--- src/rtl/count_ring_n.sv ---
// One-hot ring counter with direction control, indexed load and a binary index output.
// WRAP and LDERR are registered single-cycle pulses that accompany the ring state.
module count_ring_n #(
    parameter int N = 16,
    parameter int W = $clog2(N)
) (
    input  logic         CLK,
    input  logic         RST_N,
    input  logic         EN,
    input  logic         DIR,
    input  logic         LOAD,
    input  logic [W-1:0] LD_IDX,
    output logic [N-1:0] Q,
    output logic [W-1:0] C,
    output logic         WRAP,
    output logic         LDERR
);

    localparam logic [N-1:0] RING_HOME = N'(1);
    localparam logic [W:0]   N_EXT     = (W+1)'(N);

    logic [N-1:0] ld_hot;
    logic [N-1:0] rot_up;
    logic [N-1:0] rot_dn;
    logic         ld_ok;

    // Load target and both rotations are formed ahead of the state register.
    always_comb begin
        ld_hot = '0;
        for (int i = 0; i < N; i++) begin
            ld_hot[i] = (LD_IDX == W'(i));
        end
        ld_ok  = ({1'b0, LD_IDX} < N_EXT);
        rot_up = {Q[N-2:0], Q[N-1]};
        rot_dn = {Q[0], Q[N-1:1]};
    end

    always_ff @(posedge CLK) begin
        if (!RST_N) begin
            Q     <= RING_HOME;
            WRAP  <= 1'b0;
            LDERR <= 1'b0;
        end else begin
            WRAP  <= 1'b0;
            LDERR <= 1'b0;
            if (LOAD) begin
                // An out-of-range index leaves the ring untouched and suppresses stepping.
                if (ld_ok) begin
                    Q <= ld_hot;
                end else begin
                    LDERR <= 1'b1;
                end
            end else if (EN) begin
                if (DIR) begin
                    Q    <= rot_dn;
                    WRAP <= Q[0];
                end else begin
                    Q    <= rot_up;
                    WRAP <= Q[N-1];
                end
            end
        end
    end

    // Encoder is an OR of indices so it stays free of priority logic.
    always_comb begin
        C = '0;
        for (int i = 0; i < N; i++) begin
            if (Q[i]) begin
                C = C | W'(i);
            end
        end
    end

endmodule

--- config.mk ---
export PLATFORM = sky130hd
export DESIGN_NAME = count_ring_n
export DESIGN_NICKNAME = d
export VERILOG_FILES = /design/src/rtl/count_ring_n.sv
export SDC_FILE = /design/constraint.sdc
export NUM_CORES = 1
export LEC_CHECK = 0
export CAP_MARGIN = 10
export CORE_MARGIN = 4
export CORE_UTILIZATION = 45
export CTS_BUF_LIST = sky130_fd_sc_hd__clkbuf_4 sky130_fd_sc_hd__clkbuf_8 sky130_fd_sc_hd__clkbuf_16
export CTS_CLUSTER_SIZE = 40
export DETAILED_ROUTE_END_ITERATION = 6
export HOLD_SLACK_MARGIN = 0.03
export PLACE_DENSITY = 0.86
export SYNTH_ARGS = -nofsm -noshare
export SYNTH_HDL_FRONTEND = slang
export SYNTH_SLANG_ARGS = --single-unit
--- constraint.sdc ---
create_clock -name CLK -period 3 [get_ports CLK]
set_clock_uncertainty 0.1 [all_clocks]
set_input_delay 0.45 -clock CLK [delete_from_list [all_inputs] [get_ports CLK]]
set_output_delay 0.45 -clock CLK [all_outputs]
set_load 0.005 [all_outputs]
==> After elaboration in Yosys (flattened, before gate mapping) <==
Index checks and enable logic that the tools add are counted.
{ "word_totals": {"regBits": 17, "input_bits": 9, "output_inout_bits": 22, "wordCells": 41} }
{ "op_classes": {"n_eq_ne": 15, "muxes": 19, "bitwise_logic": 2, "reduce_logical": 3} }
{ "ops": {"columns": ["op", "count"], "rows": [
  ["16-bit 2-to-1 mux", 3],
  ["4-bit equality test, second input constant", 8],
  ["4-bit 2-to-1 mux", 8],
  ["4-bit by 3-bit equality test with 1-bit output, second input constant", 4],
  ["3-bit 2-to-1 mux", 4],
  ["4-bit by 2-bit equality test with 1-bit output, second input constant", 2],
  ["4-bit by 1-bit equality test with 1-bit output, second input constant", 1],
  ["4-bit logical NOT", 1],
  ["2-bit 2-to-1 mux", 2],
  ["3-bit OR reduction", 1],
  ["1-bit 2-to-1 mux", 2],
  ["1-bit NOT", 2],
  ["2-bit nonzero test", 1]
]} }

==> Longest topological paths before layout <==
{ "depth": {"ltp_word": 15, "depth_mapped": 5, "depth_no_buf": 3} }

==> Worst setup path after synthesis <==
No wires, ideal clock.
{ "synth_timing": {"path_kind": "input port to flip-flop", "startpoint": "input port DIR", "endpoint": "register Q[0]", "setup_ns": 0.093, "arrival_ns": 1.140, "required_ns": 2.807, "slack_ns": 1.666, "stages": 4, "n_path_buf": 1, "path_cell_list": "buf_4 > nand2b_1 > a311o_1 > o311ai_2"} }
{ "synth_between": {"elab_chain_cells": 3} }
{ "synth_lines": {"columns": ["element", "line", "text"], "rows": [
  ["from (decl)", "10", "input logic DIR,"],
  ["16-bit 2-to-1 mux", "54", "if (DIR) begin"],
  ["16-bit 2-to-1 mux", "53", "end else if (EN) begin"],
  ["16-bit 2-to-1 mux", "46", "if (LOAD) begin"],
  ["to (signal assigned)", "49", "Q <= ld_hot;"],
  ["to (signal assigned)", "55", "Q <= rot_dn;"],
  ["to (signal assigned)", "58", "Q <= rot_up;"],
  ["to (decl)", "13", "output logic [N-1:0] Q,"]
]} }
Every way passes these cells. The select of a mux whose other input is x is not followed.
A chain may end at the register's enable or synchronous reset.

==> Final worst setup path <==
{ "layout_timing": {"startpoint": "register Q[13]", "endpoint": "output port C[2]"} }
{ "layout_between": {"elab_chain_cells": 3} }
{ "layout_lines": {"columns": ["element", "line", "text"], "rows": [
  ["4-bit 2-to-1 mux (3 in a row)", "69", "if (Q[i]) begin"],
  ["to (decl)", "14", "output logic [W-1:0] C,"]
]} }
Every way passes these cells.

==> impl_metrics.tcl <==
set metrics [dict create \
    status "complete, no violations" \
    async_flop_share 0 \
    fin_tns_setup_ns 0 \
    synth_cell_types 24 \
    vias 1036 \
    max-vdd-ir-drop_uv 228 \
    period_minus_slack_ns 2.18 \
    yosysSeqAreaShare 0.351 \
    synth_edf_count 0 \
    synth_area_sq_um 971 \
    powerDensity_nw_per_um2 406 \
    yosys.area.top_type "dfxtp_1" \
    nNetsFinal 152 \
    pwr-share-seq 0.488 \
    clkSinkCount 17 \
    numPortBuffers 29 \
    maxCapViolations 0 \
    wl_um 2820 \
    drt_first_iter_violations 48 \
    ys_seq_elements 17 \
    clkLatencyLatePin_ns 0.28 \
    power_uw 528 \
    antenna_left 0 \
    final_common_cell "clkdlybuf4s50_1" \
    p_switching_uw 148 \
    setup_viol 0 \
    ys.warnings.count 0 \
    ctsHoldBuffers 0 \
    start_kind "flip-flop" \
    fmax_mhz 459 \
    drive_gt1_frac 0.0563 \
    fin_area_sq_um 1300 \
    core-area_sq_um 2000 \
    syn2layout_area_growth_pct 33.9 \
    rsz0062_at_grt "no" \
    synth_nets 122 \
    die_x_um 54.5 \
    finalMaxSlewViolations 0 \
    post_cts_resized 0 \
    synth_cells 113 \
    synth_top_area_frac 0.351 \
    io_pins 31 \
    p_sw_frac 0.280 \
    first_global_vias 950 \
    clk_pin_slew_ns 0.10 \
    rows 16 \
    fill_cells 162 \
    p_comb_frac 0.264 \
    post-dp-hpwl_um 2090 \
    clk_path_buf_depth 2 \
    slowest_stage "clkdlybuf4s50_1" \
    layout_common_cells "clkdlybuf4s50_1, dfxtp_1, o22ai_1" \
    intPower_uw 380 \
    cp_max_fo 6 \
    antenna_found_initial 0 \
    min_path_type "flip-flop to flip-flop" \
    vias_per_cell 6.13 \
    htreeDepth 1 \
    synthTopCellsByArea "dfxtp_1, mux2i_1, o22ai_1" \
    ys.flop_type "dfxtp_1" \
    required_ns 2.45 \
    postCtsSetupBuffers 0 \
    leakage_nw 0.474 \
    wl_per_cell_um 16.7 \
    max_stage_delay_ns 0.47 \
    cp.arrival_ns 1.63 \
    hold_viol_final 0 \
    grt_remaining_overflow 0 \
    syn_area_per_cell_sq_um 8.59 \
    grt_max_degree 20 \
    critPathKind "flip-flop to output pin" \
    worst_setup_path_end_kind "output pin" \
    cts_tree "done" \
    die-area_sq_um 2960 \
    start_util 0.485 \
    post-route-period-util 0.726 \
    die_h_um 54.5 \
    path_cells "nor4_1 > nand2_1 > clkdlybuf4s50_1" \
    place_area_sq_um 1270 \
    clockPowerShare 0.248 \
    n_antenna_cell 0 \
    grt_pass1_wl_um 4560 \
    grt_use_total 0.213 \
    gp_routability_congestion 0.815 \
    numCtsBuffers 3 \
    drcViolationCount 0 \
    holdWs_ns 0.437 \
    dr.pass1.iters 4 \
    root_buffer "clkbuf_4" \
]
critical path: cells and delay by family, from the launching register on:
| family | cells | cell delay [ns] |
|---|---|---|
| buffers and inverters | 1 | 0.47 |
| flip-flops | 1 | 0.38 |
| AND/OR/NAND/NOR | 2 | 0.50 |
area by class of cell:
type                       count  area, sq um  share of cell area
clock buffer                   4         30.0              0.0231
timing repair buffer          31          305               0.235
sequential                    17          340               0.262
multi-input combinational     90          591               0.454
tap                           27         33.8              0.0260
synthesized netlist by cell type (2+ instances only):
cell type	n
buf_2	2
dfxtp_1	17
nand2_1	8
o21ai_1	9
nand3_1	2
o22ai_1	15
nand3b_1	4
nor4_1	6
buf_4	2
nor2_1	2
nand2b_1	2
mux2i_1	14
o21ai_0	6
and2_1	14
power by group through the flow:
stage | clock network [mW] | registers (mW) | logic, mW
6_report | 0.131 | 0.258 | 0.139
4_1_cts | 0.136 | 0.257 | 0.139
2_1_floorplan | 0 | 0.259 | 0.0686
3_5_place_dp | 0 | 0.263 | 0.138
3_3_place_gp | 0 | 0.262 | 0.134
5_1_grt | 0.146 | 0.260 | 0.151
state kept, by name, indices dropped and copies added (netlist names):
register and flops:
WRAP 1, Q 16
stage by stage:
stage	util	instances	setup WS (ns)
final	0.649	169	0.823
after CTS	0.649	169	0.823
after global placement	0.634	165	0.968
after global routing	0.649	169	0.691
after detailed placement	0.634	165	0.899
after floorplan	-	113	1.67
cells by family after synthesis:
logic type | share of synthesized area
AO/OA/AOI/OAI | 0.206
multiplexers | 0.144
buffers and inverters | 0.0412
other | 0.00386
flip-flops | 0.351
AND/OR/NAND/NOR | 0.254
routing by layer:
layer,GRT usage,up-vias,routed length (um)
met4,0.0954,0,57
met1,0.271,501,1160
met5,0,-,0
li1,-,476,-
met2,0.355,53,1440
met3,0.0272,6,171
final timing paths:
check	end	depth (start not counted)	start	slack, ns
max	C[2]	3	Q[13]	0.82
min	WRAP	2	Q[0]	0.44
max reg2reg	Q[0]	3	Q[15]	1.85
min reg2reg	WRAP	2	Q[0]	0.44
(Power assumes the default switching activity.)
